$ cat config.mk
export PLATFORM = sky130hd
export DESIGN_NAME = rib_arbiter
export DESIGN_NICKNAME = d
export VERILOG_FILES = /design/src/rtl/rib_arbiter.sv
export SDC_FILE = /design/constraint.sdc
export NUM_CORES = 1
export LEC_CHECK = 0
export BUFFER_PORTS_ARGS = -buffer_cell sky130_fd_sc_hd__buf_2
export CAP_MARGIN = 40
export CELL_PAD_IN_SITES_DETAIL_PLACEMENT = 0
export CELL_PAD_IN_SITES_GLOBAL_PLACEMENT = 2
export CORE_MARGIN = 4
export CORE_UTILIZATION = 22
export CTS_CLUSTER_SIZE = 25
export DETAILED_ROUTE_END_ITERATION = 10
export GPL_TIMING_DRIVEN = 0
export PLACE_DENSITY_LB_ADDON = 0.1
export SLEW_MARGIN = 20
export SYNTH_ARGS = -nofsm -noshare
export SYNTH_HDL_FRONTEND = slang
export SYNTH_SLANG_ARGS = --single-unit
export TNS_END_PERCENT = 10
$ cat constraint.sdc
create_clock -name clk_i -period 3.45 [get_ports clk_i]
set_clock_uncertainty 0.1 [all_clocks]
set_input_delay 0.5175 -clock clk_i [delete_from_list [all_inputs] [get_ports clk_i]]
set_output_delay 0.5175 -clock clk_i [all_outputs]
set_load 0.01 [all_outputs]
$ cat src/rtl/rib_arbiter.sv
`default_nettype none
// ============================================================================
// Module   : rib_arbiter
// Brief    : Single-outstanding three-master bus arbiter (debug, LSU, fetch)
//            with fetch starvation protection and pipeline hold flag.
// Revision : 1.0 - initial release
// ============================================================================
module rib_arbiter #(
    parameter int ADDR_W       = 32,
    parameter int DATA_W       = 32,
    parameter int STARVE_LIMIT = 8
) (
    input  logic                  clk_i,
    input  logic                  rst_i,
    input  logic [2:0]            m_req_i,
    input  logic [3*ADDR_W-1:0]   m_addr_i,
    input  logic [3*DATA_W-1:0]   m_wdata_i,
    input  logic [2:0]            m_we_i,
    input  logic [11:0]           m_be_i,
    output logic [2:0]            m_gnt_o,
    output logic [2:0]            m_rvalid_o,
    output logic [DATA_W-1:0]     m_rdata_o,
    output logic                  s_req_o,
    output logic [ADDR_W-1:0]     s_addr_o,
    output logic [DATA_W-1:0]     s_wdata_o,
    output logic                  s_we_o,
    output logic [3:0]            s_be_o,
    input  logic                  s_gnt_i,
    input  logic                  s_rvalid_i,
    input  logic [DATA_W-1:0]     s_rdata_i,
    output logic [2:0]            hold_flag_o
);

    localparam logic [7:0] c_starve_limit = 8'(STARVE_LIMIT);
    localparam logic [2:0] c_pipe_flow    = 3'b000;
    localparam logic [2:0] c_pipe_pause   = 3'b001;

    typedef enum logic [1:0] {
        ST_IDLE  = 2'd0,
        ST_GRANT = 2'd1,
        ST_RESP  = 2'd2
    } state_t;

    state_t              r_state;
    state_t              w_state_nxt;
    logic [1:0]          r_owner;
    logic [1:0]          w_winner;
    logic [2:0]          w_owner_oh;
    logic [7:0]          r_starve_cnt;
    logic [ADDR_W-1:0]   r_addr;
    logic [DATA_W-1:0]   r_wdata;
    logic                r_we;
    logic [3:0]          r_be;
    logic                w_arb;
    logic                w_starved;
    logic                w_m2_busy;

    assign w_arb      = (r_state == ST_IDLE) && (|m_req_i);
    assign w_starved  = m_req_i[2] && (r_starve_cnt == c_starve_limit);
    assign w_m2_busy  = (r_state != ST_IDLE) && (r_owner == 2'd2);
    assign w_owner_oh = 3'b001 << r_owner;

    // Fixed priority m0 > m1 > m2, except a starved fetch overtakes the LSU.
    always_comb begin
        w_winner = 2'd2;
        if (m_req_i[0]) begin
            w_winner = 2'd0;
        end else if (w_starved) begin
            w_winner = 2'd2;
        end else if (m_req_i[1]) begin
            w_winner = 2'd1;
        end
    end

    always_ff @(posedge clk_i or posedge rst_i) begin
        if (rst_i) begin
            r_state      <= ST_IDLE;
            r_owner      <= 2'd0;
            r_starve_cnt <= 8'd0;
            r_addr       <= '0;
            r_wdata      <= '0;
            r_we         <= 1'b0;
            r_be         <= 4'd0;
        end else begin
            r_state <= w_state_nxt;
            if (w_arb) begin
                r_owner <= w_winner;
                r_addr  <= m_addr_i[int'(w_winner)*ADDR_W +: ADDR_W];
                r_wdata <= m_wdata_i[int'(w_winner)*DATA_W +: DATA_W];
                r_we    <= m_we_i[w_winner];
                r_be    <= m_be_i[int'(w_winner)*4 +: 4];
            end
            // Selection of m2 wins over the increment in the same cycle.
            if (w_arb && (w_winner == 2'd2)) begin
                r_starve_cnt <= 8'd0;
            end else if (m_req_i[2] && !w_m2_busy &&
                         (r_starve_cnt != c_starve_limit)) begin
                r_starve_cnt <= r_starve_cnt + 8'd1;
            end
        end
    end

    always_comb begin
        w_state_nxt = r_state;
        m_gnt_o     = 3'b000;
        m_rvalid_o  = 3'b000;
        s_req_o     = 1'b0;
        case (r_state)
            ST_IDLE: begin
                if (|m_req_i) begin
                    w_state_nxt = ST_GRANT;
                end
            end
            ST_GRANT: begin
                s_req_o = 1'b1;
                if (s_gnt_i) begin
                    m_gnt_o     = w_owner_oh;
                    w_state_nxt = ST_RESP;
                end
            end
            ST_RESP: begin
                if (s_rvalid_i) begin
                    m_rvalid_o  = w_owner_oh;
                    w_state_nxt = ST_IDLE;
                end
            end
            default: begin
                w_state_nxt = ST_IDLE;
            end
        endcase
    end

    assign s_addr_o  = r_addr;
    assign s_wdata_o = r_wdata;
    assign s_we_o    = r_we;
    assign s_be_o    = r_be;
    assign m_rdata_o = s_rdata_i;

    // Fetch is released in the cycle its own response returns.
    assign hold_flag_o = (m_req_i[2] && !rst_i &&
                          !((r_state == ST_RESP) && (r_owner == 2'd2) && s_rvalid_i))
                         ? c_pipe_pause : c_pipe_flow;

endmodule
`default_nettype wire

* Yosys cells after proc, flatten, opt, wreduce, memory -nomap -nowiden
Index checks and enable logic that the tools add are counted.
** Cells by class
- Add/sub/neg operators :: 1
- Magnitude comparators :: 1
- Equality and inequality tests :: 9
- Shift-type cells :: 4
- Multiplexer cells :: 17
- Reductions and logical operators :: 18
** Operator list (count)
- $shiftx A96 B8 Y32 :: 2
- $mux W8 :: 2
- $mux W2 :: 6
- $mux W3 :: 4
- $shiftx A12 B5 Y4 :: 1
- $logic_and A1 B1 Y1 :: 10
- $add A8 B1 Y8 const B :: 1
- $eq A8 B4 Y1 const B :: 1
- $ne A8 B4 Y1 const B :: 1
- $eq A2 B2 Y1 const B :: 3
- $pmux W2 S3 :: 1
- $ne A2 B2 Y1 const B :: 2
- $reduce_bool A2 Y1 :: 2
- $logic_not A1 Y1 :: 3
- $lt A2 B3 Y1 const B :: 1
- $mux W1 :: 3
- $reduce_and A3 Y1 :: 1
- $reduce_or A3 Y1 :: 1
- $shl A1 B2 Y3 const A :: 1
- $bmux W1 S2 :: 1
- $eq A2 B1 Y1 const B :: 1
- $logic_not A2 Y1 :: 1
- $ne A2 B1 Y1 const B :: 1
** Storage, ports and cells
- Register bits :: 81
- Input bits :: 246
- Word-level logic and storage cells :: 57

* Longest topological paths before layout
Gate-level depths: netlist of the first run.
- Word-level depth :: 7
- Gate-level depth with buffers :: 8
- Depth with buffers taken out :: 6

* Worst setup path after synthesis of the first run
Ideal clock, no wire load.
- Kind :: register -> register
- Start point :: register r_starve_cnt[0]
- End point :: register r_addr[0], in the netlist s_addr_o[0]
- Library setup time :: 123 ps
- Arrival time :: 1813 ps
- Required time :: 3227 ps
- Path slack :: 1414 ps
- Stages on the path, launching flop included :: 9
- Cell sequence :: dfrtp_1 -> inv_1 -> ha_1 -> nor4b_4 -> nand2_2 -> a2111o_1 -> buf_6 -> buf_6 -> o221a_1
** Between the ends
- Word-level cells in the longest chain between the ends :: 5
** RTL lines
- start: declaration :: line 49 : logic [7:0] r_starve_cnt;
- start signal: assignment :: line 98 : r_starve_cnt <= r_starve_cnt + 8'd1;
- $eq A8 B4 Y1 :: line 59 : assign w_starved = m_req_i[2] && (r_starve_cnt == c_starve_limit);
- $logic_and A1 B1 Y1 :: line 59
- $mux W2 :: line 68 : end else if (w_starved) begin
- $mux W2 :: line 66 : if (m_req_i[0]) begin
- $shiftx A96 B8 Y32 :: line 88 : r_addr <= m_addr_i[int'(w_winner)*ADDR_W +: ADDR_W];
- end signal: assignment :: line 88
- end: declaration :: line 50 : logic [ADDR_W-1:0] r_addr;
Every way passes these cells.
A chain may end at the register's enable or synchronous reset.

* Worst setup path in the final report of the first run
- Start point :: input m_req_i[0]
- End point :: register r_addr[15], in the netlist s_addr_o[15]
** Between the ends
- Word-level cells in the longest chain between the ends :: 2
- Elaborated cells between the ends (all ways) :: 4
- Those cells by class :: shift (1); mux (1); reduce/logical (2)
** RTL lines
- start: declaration :: line 15 : input logic [2:0] m_req_i,
- $mux W2 or $reduce_or A3 Y1 (tied branches) :: line 66, 58
- $shiftx A96 B8 Y32 or $logic_and A1 B1 Y1 (tied branches) :: line 88, 58
Several ways; a longest one is shown, not always the timed one.

==> results.md, run 1 <==
• **flop and latch count out of synthesis** 81
• **DRC marker count from the first detailed-route iteration** 181
• **share of total power in sequential cells** 0.314
• **classification of the worst-slack hold path** in -> async
• **proportion of synthesized flip-flops having asynchronous set or reset** 1.000
• **total overflow reported by the global router** 0
• **first-pass GRT wire length** 30.74 mm
• **share of power burned in the clock network** 0.178
• **Setup crit start kind** input port
• **drt via density** 4.687
• **fraction of power spent switching nets** 0.3833
• **crit path capture** s_addr_o[15]
• **worst flop-to-flop path endpoint** s_addr_o[15]
• **maximum vdd ir drop** 0.2596 mV
• **Placed Instance Area** 0.006684 mm2
• **half-perimeter wire length after placement** 16.14 mm
• **number of global-route vias before repair** 5,325
• **switching power summed over all nets** 0.002026 W
• **CTS tree** yes
• **I/O pin count** 357
• **data arrival time of the worst path** 2.56 ns
• **simple logic cell fraction of the synthesized area** 0.1407
• **Combinational Power Share** 0.508
• **worst endpoint required time** 3.57 ns
• **tightest slew margin relative to the limit** 0.4684
• **pre-CTS worst setup slack** 0.5086 ns
• **# resized after CTS** 0
• **pin count of the biggest net entering global routing** 51
• **Critical Path Start** m_req_i[0]
• **total length of routed wires** 20.50 mm
• **worst-margin pin slew** 0.7974 ns
• **chip height** 153.8 um
• **Worst Reg2Reg Path Length in Cells** 6
• **LEAKAGE** 3.149 nW
• **total power per unit cell area** 759.2 mW/mm2
• **fraction of layout cells with a size suffix above 1** 0.5123
• **clock-pin slew reported for the worst setup and hold paths after clock tree synthesis** 0.06 ns
• **Avg Cell Area, Syn** 10.83 um2
• **antenna violations before repair** 3
• **average detailed-routed wire length per instance** 19.56 um
• **setup slack of the worst register-to-register path** 1.11 ns
• **Netlist Area Pre-Place** 0.004677 mm2
• **xor/xnor cell area share of the yosys netlist** 0.009363
• **worst reg2reg startpoint** r_state[0]
• **area overhead of the layout relative to synthesis** 48.85%
• **number of buffers inserted by post-CTS setup repair** 0
• **Internal Pwr Total** 0.003260 W
• **cell class contributing the biggest share of worst-path delay** buffers and inverters
• **horizontal extent of the die** 153.8 um
• **clock sink total** 81
• **antenna violation net count after detailed routing** 0
• **DRC violations left** 0
• **Setup crit end kind** register
• **# nets final** 1,017
• **sequence of cells on the critical path** buf_2 > inv_1 > clkbuf_1 > o2111ai_1 > buf_4 > buf_2 > o221a_1
• **cell with the biggest individual delay on the critical path** clkbuf_1
• **number of enable-type register cells in the synthesized netlist** 0
• **total stage count of the critical path** 7
• **RSZ-0062 raised after global routing** false
• **Post-synth top flop** dfrtp_1
• **fraction of post-synthesis cell area in the top cell type by area** 0.4334
• **largest stage delay on the critical path** 0.52 ns
• **fraction of synthesized area in multiplexers** 0
• **clock buffers created by TritonCTS** 9
• **library cells used by synthesis** 35
• **number of synthesis warnings** 0
• **Die Outline Area** 0.02366 mm2
• **most repeated library cell on the critical path** buf_2
• **setup violators final** 0
• **clock latency reported for the late side of the worst-skew pair** 0.34 ns
• **count of standard-cell rows** 53
• **IO buf count** 322
• **hold-fix buffer count after cts** 0
• **Global Route Usage Sum** 0.1648
• **final hold vios** 0
• **CTS HTree Levels** 3
• **critical path class** in -> reg
• **largest area contributor in the netlist** dfrtp_1
• **Final Worst Setup Slack** 1.010 ns
• **Post-Syn Instances** 432
• **number of max-slew violations in the final report** 0
• **main combinational cell family by area after synthesis** compound AO/OA/AOI/OAI gates
• **initial standard-cell utilization of the core** 0.2232
• **maximum fanout count along the critical path** 10
• **cell at the root of the clock tree** clkbuf_16
• **core box area** 0.02096 mm2
• **Max Cap Violations** 0
• **outcome** complete, no violations
• **Fmax achieved** 0.4098 GHz
• **min Tclk post-route** 2.440 ns
• **top cells by area, synth** dfrtp_1 (43%), o221a_1 (17%), o21a_1 (11%), or3_1 (9.2%), buf_4 (5.5%)
• **Vias** 4,912
• **number of buffer and inverter instances along the worst setup path** 5
• **complex-gate fraction of the synthesized area** 0.3052
• **synthesized-area fraction occupied by adder cells** 0.005350
• **drt first pass iters** 4
• **post-route design area** 0.006962 mm2
• **Max Buffers Root-to-Sink** 2
• **sequential element share of the synthesized area** 0.4334
• **gpl congestion** 0.8194
• **share of the cycle needed by the critical path after routing** 0.7074
[registers in the layout (all words and copies together), names as in the netlist]
signal and flops:
s_wdata_o 32, s_addr_o 32, s_be_o 4, r_owner 2, s_we_o 1, r_state 2, r_starve_cnt 8
[routing by layer]
| metal | global-route usage | wire, um | vias up |
|---|---|---|---|
| li1 | - | - | 2302 |
| met5 | 0 | 21 | - |
| met4 | 0.04121 | 323 | 4 |
| met3 | 0.05460 | 1770 | 24 |
| met1 | 0.2031 | 8476 | 2336 |
| met2 | 0.2787 | 9907 | 246 |
[power by group through the flow]
stage	Sequential, W	Clock [W]	Combinational (W)
CTS	0.00166	0.000990	0.00275
detailed placement	0.00167	0	0.00275
finish	0.00166	0.000939	0.00269
global placement	0.00166	0	0.00270
global route	0.00172	0.00101	0.00295
floorplan	0.00183	0	0.00148
[cell families after synthesis]
group / count (synthesis)
buffers and inverters: 78
DFF: 81
adders and majority gates: 2
other: 1
AOI/OAI and AO/OA: 156
xor gates and xnor gates: 5
and+or+nand+nor: 109
[cells in the mapped netlist (all sizes together) (2+ instances only)]
library cell  count
nand2             7
buf              51
ha                2
o211ai            2
or3              69
o21a             69
nor2             11
inv               7
o221a            69
xor2              2
nand4             2
o21ai             6
nor3              4
a21oi             5
and3              2
nand3             2
dfrtp            81
clkbuf           20
nand2b            5
a211oi            2
xnor2             3
[stage by stage]
stage	hold WS (ns)	instances	setup TNS [ns]	power [W]	util
after global routing	0.08089	1047	0	0.005684	0.3321
after detailed placement	0.4375	1033	0	0.004415	0.3190
after floorplan	0.4129	433	0	0.003310	-
final	0.06519	1048	0	0.005285	0.3322
after CTS	0.05816	1046	0	0.005400	0.3320
after global placement	0.4598	1030	-59.46	0.004362	0.3167
[final cells by class]
cell class / instances / area (um2)
clock buffers: 9 / 225.2
repair buffers: 325 / 1654
plain buffers: 71 / 465.4
well taps: 275 / 344.1
clock inverters: 4 / 47.55
inverters: 7 / 31.28
diodes: 2 / 5.005
multi-input cells: 274 / 2162
fillers: 2270 / 13990
flip-flops and latches: 81 / 2027
[worst reg2reg max path: cells and delay by family (launching register included)]
kind | cells | cell delay [ns]
flip-flops | 1 | 0.41
buffers and inverters | 2 | 0.49
AND/OR/NAND/NOR | 2 | 0.71
AO/OA/AOI/OAI | 2 | 0.53
[worst min path at each step]
stage / endpoint / slack (ns) / cells past startpoint
6_report: r_state[0] / 0.07 / 2
5_1_grt: r_state[0] / 0.08 / 2
4_1_cts: r_state[1] / 0.06 / 2
3_5_place_dp: r_state[1] / 0.44 / 2
3_3_place_gp: r_owner[1] / 0.46 / 2
2_1_floorplan: r_owner[1] / 0.41 / 2
[cell usage in the layout, fill, tap and decap left out, types with 3 or more instances in the layout]
master / count
a21oi_1: 5
buf_2: 331
buf_4: 36
buf_6: 8
clkbuf_1: 20
clkbuf_16: 9
dfrtp_1: 81
inv_1: 6
nand2_1: 6
nand2b_1: 5
nor2_1: 11
nor3_1: 4
o21a_1: 69
o21ai_0: 6
o221a_1: 69
or3_1: 69
xnor2_1: 3
Note: power is estimated with default switching activity, not from simulation.
==> run 2: changes to the inputs <==
--- a/config.mk
+++ b/config.mk
@@ -5,12 +5,13 @@
 export SDC_FILE = /design/constraint.sdc
 export NUM_CORES = 1
 export LEC_CHECK = 0
+export ABC_AREA = 1
 export BUFFER_PORTS_ARGS = -buffer_cell sky130_fd_sc_hd__buf_2
 export CAP_MARGIN = 40
 export CELL_PAD_IN_SITES_DETAIL_PLACEMENT = 0
 export CELL_PAD_IN_SITES_GLOBAL_PLACEMENT = 2
 export CORE_MARGIN = 4
-export CORE_UTILIZATION = 22
+export CORE_UTILIZATION = 21
 export CTS_CLUSTER_SIZE = 25
 export DETAILED_ROUTE_END_ITERATION = 10
 export GPL_TIMING_DRIVEN = 0
==> constraint.sdc (replaced) <==
create_clock -name clk_i -period 2.3 [get_ports clk_i]
set_clock_uncertainty 0.1 [all_clocks]
set_input_delay 0.345 -clock clk_i [delete_from_list [all_inputs] [get_ports clk_i]]
set_output_delay 0.345 -clock clk_i [all_outputs]
set_load 0.01 [all_outputs]
==> run 2 against run 1 <==
  * Register-to-register slack worse by 0.81 ns
  * Non-clock buffer count is 15 higher
  * First-iteration DRC count is 49% higher
  * Final area is 19% higher
  * Count of clock-buffer cells in the layout is 2 higher
  * Global-route usage is 0.84 points lower
  * Power is 57% higher
  * Critical endpoint is now s_we_o
==> results.md, run 2 <==
• **Final Worst Setup Slack** 0.3037 ns, -0.7058 ns
• **clock latency reported for the late side of the worst-skew pair** 0.35 ns, about the same
• **top cells by area, synth** dfrtp_1 (35%), nand2_1 (28%), inv_1 (10%), nand3_1 (6.5%), buf_4 (4.4%)
• **LEAKAGE** 5.293 nW, +68%
• **number of max-slew violations in the final report** 0, unchanged
• **final hold vios** 0, unchanged
• **Avg Cell Area, Syn** 6.120 um2, -43%
• **maximum fanout count along the critical path** 10, unchanged
• **library cells used by synthesis** 26, -26%
• **total overflow reported by the global router** 0, unchanged
• **DRC marker count from the first detailed-route iteration** 270, +49%
• **outcome** complete, no violations
• **gpl congestion** 0.7611, -7.1%
• **Post-synth top flop** dfrtp_1
• **worst reg2reg startpoint** r_starve_cnt[0]
• **DRC violations left** 0, unchanged
• **number of buffers inserted by post-CTS setup repair** 0, unchanged
• **first-pass GRT wire length** 37.23 mm, +21%
• **fraction of post-synthesis cell area in the top cell type by area** 0.3497, -0.08365
• **Critical Path Start** r_starve_cnt[0]
• **RSZ-0062 raised after global routing** false
• **worst-margin pin slew** 0.7198 ns, -0.07757 ns
• **drt via density** 3.977, -15%
• **cell at the root of the clock tree** clkbuf_16
• **# nets final** 1,533, +51%
• **utilization of the core after routing** 0.3054, -0.02685
• **pin count of the biggest net entering global routing** 25, -51%
• **Post-Syn Instances** 947, +120%
• **Setup crit start kind** register
• **proportion of synthesized flip-flops having asynchronous set or reset** 1.000, unchanged
• **pre-CTS worst setup slack** -0.06731 ns, -0.5759 ns
• **share of power burned in the clock network** 0.206, +0.028
• **most numerous cell types in the synthesized netlist** nand2_1 (432), inv_1 (157), dfrtp_1 (81)
• **total negative setup slack** 0 ns, unchanged
• **number of global-route vias before repair** 6,564, +23%
• **Vias** 6,494, +32%
• **fraction of layout cells with a size suffix above 1** 0.3217, -0.1906
• **most frequent cells in the layout** nand2_1 (432), buf_2 (343), inv_1 (156), dfrtp_1 (81), nand3_1 (75)
• **antenna violation net count after detailed routing** 0, unchanged
• **Combinational Power Share** 0.493, -0.015
• **Fillers** 3,148, +39%
• **Netlist Area Pre-Place** 0.005796 mm2, +24%
• **largest area contributor in the netlist** dfrtp_1
• **clock sink total** 81, unchanged
• **share of total power in sequential cells** 0.301, -0.013
• **core box area** 0.02703 mm2, +29%
• **switching power summed over all nets** 0.003571 W, +76%
• **# resized after CTS** 0, unchanged
• **Die Outline Area** 0.03032 mm2, +28%
• **Max Buffers Root-to-Sink** 2, unchanged
• **CTS tree** yes
• **IO buf count** 322, unchanged
• **number of synthesis warnings** 0, unchanged
• **Max Cap Violations** 0, unchanged
• **number of enable-type register cells in the synthesized netlist** 0, unchanged
• **clock buffers created by TritonCTS** 9, unchanged
• **tightest slew margin relative to the limit** 0.5201, +0.05172
• **Fmax achieved** 0.5009 GHz
• **average detailed-routed wire length per instance** 14.85 um, -24%
• **Global Route Usage Sum** 0.1564, -0.008389
• **antenna violations before repair** 8, +5
• **drt first pass iters** 4, unchanged
• **sequential element share of the synthesized area** 0.3497, -0.08365
• **classification of the worst-slack hold path** in -> reg
• **Internal Pwr Total** 0.004727 W, +45%
• **total length of routed wires** 24.24 mm, +18%
• **worst endpoint required time** 2.49 ns, -1.08 ns
• **CTS HTree Levels** 3, unchanged
• **Setup crit end kind** register
• **I/O pin count** 357, unchanged
• **origin of the worst min-delay path** s_rvalid_i
• **area overhead of the layout relative to synthesis** 42.40%
• **half-perimeter wire length after placement** 19.20 mm, +19%
• **horizontal extent of the die** 174.1 um, +13%
• **initial standard-cell utilization of the core** 0.2144, -0.008746
• **Layout Cells excl Fill** 1,633, +56%
• **share of the cycle needed by the critical path after routing** 0.8679
• **most frequent cell after synthesis** nand2_1
• **count of standard-cell rows** 60, +13%
• **critical path class** reg -> reg
• **clock-pin slew reported for the worst setup and hold paths after clock tree synthesis** 0.07 ns, about the same
• **min Tclk post-route** 1.996 ns
• **setup violators final** 0, unchanged
• **chip height** 174.1 um, +13%
• **maximum vdd ir drop** 0.3398 mV, +31%
• **flop and latch count out of synthesis** 81, unchanged
• **data arrival time of the worst path** 2.18 ns, -0.38 ns
• **commonest non-fill, non-tap cell in the layout** nand2_1
• **fraction of power spent switching nets** 0.4303, +0.04709
• **total power per unit cell area** 1005 mW/mm2, +32%
• **# placed instances** 1,614, +56%
[run 2: cell count changes after synthesis, sizes merged, moves of 3 or more]
cell | before | now
buf | 51 | 68
a21oi | 5 | 2
nand3 | 2 | 76
clkbuf | 20 | 17
nor2 | 11 | 25
inv | 7 | 158
or3 | 69 | 0
o21a | 69 | 0
o21ai | 6 | 75
nand2 | 7 | 434
o221a | 69 | 0
nand2b | 5 | 0
[run 2: cell type report]
class	instances	area [um2]	area share
plain buffers	85	575.6	0.06974
flip-flops and latches	81	2027	0.2456
inverters	158	596.8	0.07232
multi-input cells	624	2604	0.3155
well taps	341	426.7	0.05170
diodes	2	5.005	0.0006064
clock inverters	5	103.9	0.01258
repair buffers	326	1682	0.2038
clock buffers	11	232.7	0.02820
[run 2: worst max-delay path: stages (launching register included)]
cell,delay (ns)
dfrtp_1,0.41
inv_1,0.09
ha_1,0.15
nand3_1,0.09
nor2_2,0.14
nand2_2,0.09
nand2_4,0.11
clkbuf_1,0.43
o21ai_0,0.14
nand2_1,0.10
nand2_1,0.05
nand2_1,0.05
[run 2: timing repair]
item / CTS / global route
setup endpoints to repair: 0 / 0
endpoints found under the hold margin: 12 / 0
hold buffers: 1 / 0
[run 2: cells by family (layout without fill, tap and decap cells)]
family,Yosys count,in the layout,synth area share
buf+inv,243,585,0.2016
xor+xnor,3,3,0.004535
simple gates,539,539,0.3713
compound gates,78,78,0.06779
fa+ha+maj,2,2,0.004317
other cells,1,4,0.0006470
flops,81,81,0.3497
[run 2: path summary, 6_finish.rpt]
kind / to / slack [ns] / depth (start not counted)
setup / recovery: s_we_o / 0.30 / 11
min in group asynchronous: s_wdata_o[16] / 0.44 / 3
hold / removal: r_state[1] / 0.09 / 2
setup reg to reg: s_we_o / 0.30 / 11
max in group asynchronous: s_be_o[3] / 0.78 / 6
hold reg to reg: s_addr_o[23] / 0.37 / 2
[run 2: layer usage]
metal / global-route usage / routed length [um]
met1: 0.1926 / 10250
met2: 0.2639 / 11590
met3: 0.04872 / 1901
met4: 0.04487 / 448
met5: 0 / 57
[run 2: power by group through the flow]
stage | logic [W] | registers, W | clock network [W]
floorplan | 0.00219 | 0.00280 | 0
global placement | 0.00420 | 0.00252 | 0
detailed placement | 0.00423 | 0.00251 | 0
CTS | 0.00424 | 0.00251 | 0.00178
global route | 0.00471 | 0.00259 | 0.00183
finish | 0.00409 | 0.00250 | 0.00171
[run 2: through the flow]
step	area, um2	total power (W)	hold slack (ns)
floorplan	5803	0.004984	0.3408
global placement	7841	0.006713	0.3574
detailed placement	7901	0.006739	0.2631
CTS	8248	0.008522	0.07622
global route	8253	0.009128	0.09822
finish	8253	0.008298	0.08897
==> run 3: changes to the inputs <==
--- a/config.mk
+++ b/config.mk
@@ -10,6 +10,7 @@
 export CAP_MARGIN = 40
 export CELL_PAD_IN_SITES_DETAIL_PLACEMENT = 0
 export CELL_PAD_IN_SITES_GLOBAL_PLACEMENT = 2
+export CORE_ASPECT_RATIO = 1.5
 export CORE_MARGIN = 4
 export CORE_UTILIZATION = 21
 export CTS_CLUSTER_SIZE = 25
==> constraint.sdc (replaced) <==
create_clock -name clk_i -period 2.3 [get_ports clk_i]
set_clock_uncertainty 0.1 [all_clocks]
set_input_delay 0.345 -clock clk_i [delete_from_list [all_inputs] [get_ports clk_i]]
set_output_delay 0.345 -clock clk_i [all_outputs]
set_load 0.1 [all_outputs]
==> run 3 against run 2 <==
  * Count of clock-buffer cells in the layout grew 3
  * Critical path depth shrank 5
  * Sequential share of layout area is essentially flat
  * Largest power group unchanged
==> results.md, run 3 (synthesis results as in run 2) <==
• **clock latency reported for the late side of the worst-skew pair** 0.34 ns, about the same
• **GR Layer Usage met2** 0.2971, +0.03323
• **clock sink total** 81, unchanged
• **fraction of layout cells with a size suffix above 1** 0.3253, +0.003605
• **drt via density** 3.972, -0.11%
• **Setup crit end kind** primary output
• **Global Route Usage Sum** 0.1618, +0.005446
• **number of max-slew violations in the final report** 0, unchanged
• **pin count of the biggest net entering global routing** 29, +16%
• **area overhead of the layout relative to synthesis** 42.23%
• **total chip power** 0.01263 W, +52%
• **Layout Cells excl Fill** 1,634, +0.061%
• **min Tclk post-route** 2.137 ns, +0.1410 ns
• **clock-pin slew reported for the worst setup and hold paths after clock tree synthesis** 0.06 ns, about the same
• **final hold vios** 0, unchanged
• **worst flop-to-flop path endpoint** r_starve_cnt[2]
• **worst reg2reg startpoint** r_starve_cnt[0]
• **clock buffers created by TritonCTS** 9, unchanged
• **Worst Hold Depth** 2, unchanged
• **I/O pin count** 357, unchanged
• **IO buf count** 322, unchanged
• **CTS HTree Levels** 3, unchanged
• **worst-margin pin slew** 0.5948 ns, -0.1250 ns
• **first-pass GRT wire length** 37.13 mm, -0.28%
• **LEAKAGE** 5.258 nW, -0.66%
• **data arrival time of the worst path** 1.69 ns, -0.49 ns
• **count of standard-cell rows** 74, +23%
• **RSZ-0062 raised after global routing** false
• **# placed instances** 1,615, +0.062%
• **Worst Reg2Reg Path Length in Cells** 10, -1
• **Setup crit start kind** register
• **DRC marker count from the first detailed-route iteration** 197, -27%
• **chip height** 211.5 um, +21%
• **total length of routed wires** 25.22 mm, +4.0%
• **most frequent cells in the layout** nand2_1 (432), buf_2 (340), inv_1 (155), dfrtp_1 (81), nand3_1 (75)
• **worst endpoint required time** 1.86 ns, -0.63 ns
• **gpl congestion** 0.7601, -0.13%
• **Placed Instance Area** 0.007950 mm2, +0.62%
• **Die Outline Area** 0.03037 mm2, +0.18%
• **Fmax achieved** 0.4679 GHz, -6.6%
• **crit path capture** m_gnt_o[2]
• **classification of the worst-slack hold path** in -> reg
• **setup violators final** 0, unchanged
• **Vias** 6,491, -0.046%
• **total power per unit cell area** 1532 mW/mm2, +52%
• **global-route track usage on met1** 0.1786, -0.01402
• **tightest slew margin relative to the limit** 0.6022, +0.08204
• **cell at the root of the clock tree** clkbuf_16
• **# nets final** 1,533, unchanged
• **half-perimeter wire length after placement** 20.19 mm, +5.2%
• **Max Cap Violations** 0, unchanged
• **antenna violation net count after detailed routing** 0, unchanged
• **Max Buffers Root-to-Sink** 2, unchanged
• **global routing's busiest layer** met2
• **maximum fanout count along the critical path** 4, -6
• **setup slack of the worst register-to-register path** 0.28 ns, -0.02 ns
• **share of the cycle needed by the critical path after routing** 0.9292, +0.06128
• **average detailed-routed wire length per instance** 15.43 um, +4.0%
• **number of global-route vias before repair** 6,685, +1.8%
• **utilization of the core after routing** 0.3028, -0.002557
• **DRC violations left** 0, unchanged
• **maximum vdd ir drop** 0.9494 mV, +180%
• **Hold WS** 0.1103 ns, +0.02133 ns
• **critical path class** reg -> out
• **global routing met3 resource utilization** 0.04542, -0.003293
• **Critical Path Start** r_state[1]
• **commonest non-fill, non-tap cell in the layout** nand2_1
• **antenna violations before repair** 7, -1
• **CTS tree** yes
• **outcome** complete, no violations
• **post-route design area** 0.008243 mm2, -0.12%
• **initial standard-cell utilization of the core** 0.2129, -0.001538
• **drt first pass iters** 4, unchanged
• **number of buffers inserted by post-CTS setup repair** 0, unchanged
• **total overflow reported by the global router** 0, unchanged
• **horizontal extent of the die** 143.6 um, -18%
• **Fillers** 3,222, +2.4%
• **core box area** 0.02722 mm2, +0.72%
-- run 3: how the worst min path moves through the flow --
| stage | from | endpoint |
|---|---|---|
| 3_5_place_dp | rst_i | r_state[1] |
| 6_report | s_rvalid_i | r_state[1] |
| 5_1_grt | s_rvalid_i | r_state[1] |
| 3_3_place_gp | s_addr_o[4] | s_addr_o[4] |
| 2_1_floorplan | s_rvalid_i | r_state[1] |
| 4_1_cts | s_rvalid_i | r_state[1] |
-- run 3: through the flow --
stage	setup TNS [ns]	setup slack, ns
global placement	-0.5459	-0.01316
floorplan	-0.06386	-0.03193
detailed placement	-0.001948	-0.001948
finish	0	0.1628
global route	0	0.008549
CTS	0	0.02528
-- run 3: metal layers --
| layer | part of all wire | routed length (um) | vias up |
|---|---|---|---|
| met3 | 0.072 | 1820 | 25 |
| met1 | 0.38 | 9669 | 2792 |
| li1 | - | - | 3456 |
| met4 | 0.020 | 501 | 8 |
| met2 | 0.52 | 13170 | 210 |
| met5 | 0.0021 | 53 | - |
-- run 3: final cells by class --
cell class | instances | area, um2 | share of cell area
Antenna cell | 4 | 10.01 | 0.001214
Buffer | 85 | 576.8 | 0.06998
Clock buffer | 14 | 264.0 | 0.03203
Inverter | 158 | 600.6 | 0.07286
Multi-Input combinational cell | 624 | 2640 | 0.3203
Sequential cell | 81 | 2027 | 0.2459
Tap cell | 342 | 427.9 | 0.05191
Timing Repair Buffer | 326 | 1697 | 0.2058
-- run 3: worst max-delay path, cell delays in order, from the launching register on --
cell and delay [ns]:
dfrtp_1 0.42, inv_1 0.11, nand2_1 0.10, clkinvlp_4 0.08, nand2_1 0.19, nor2_4 0.13, clkbuf_4 0.33
-- run 3: where the power goes --
part	internal, W	switching, W
clock network	0.000781	0.000585
registers	0.00212	0.000382
logic	0.00155	0.00721
total	0.00446	0.00817
-- run 3: repair_timing --
| item | CTS | global route |
|---|---|---|
| endpoints found under the setup margin | 0 | 11 |
| hold endpoints to repair | 12 | 0 |
| gates resized for setup | 0 | 5 |
| hold buffers | 1 | 0 |
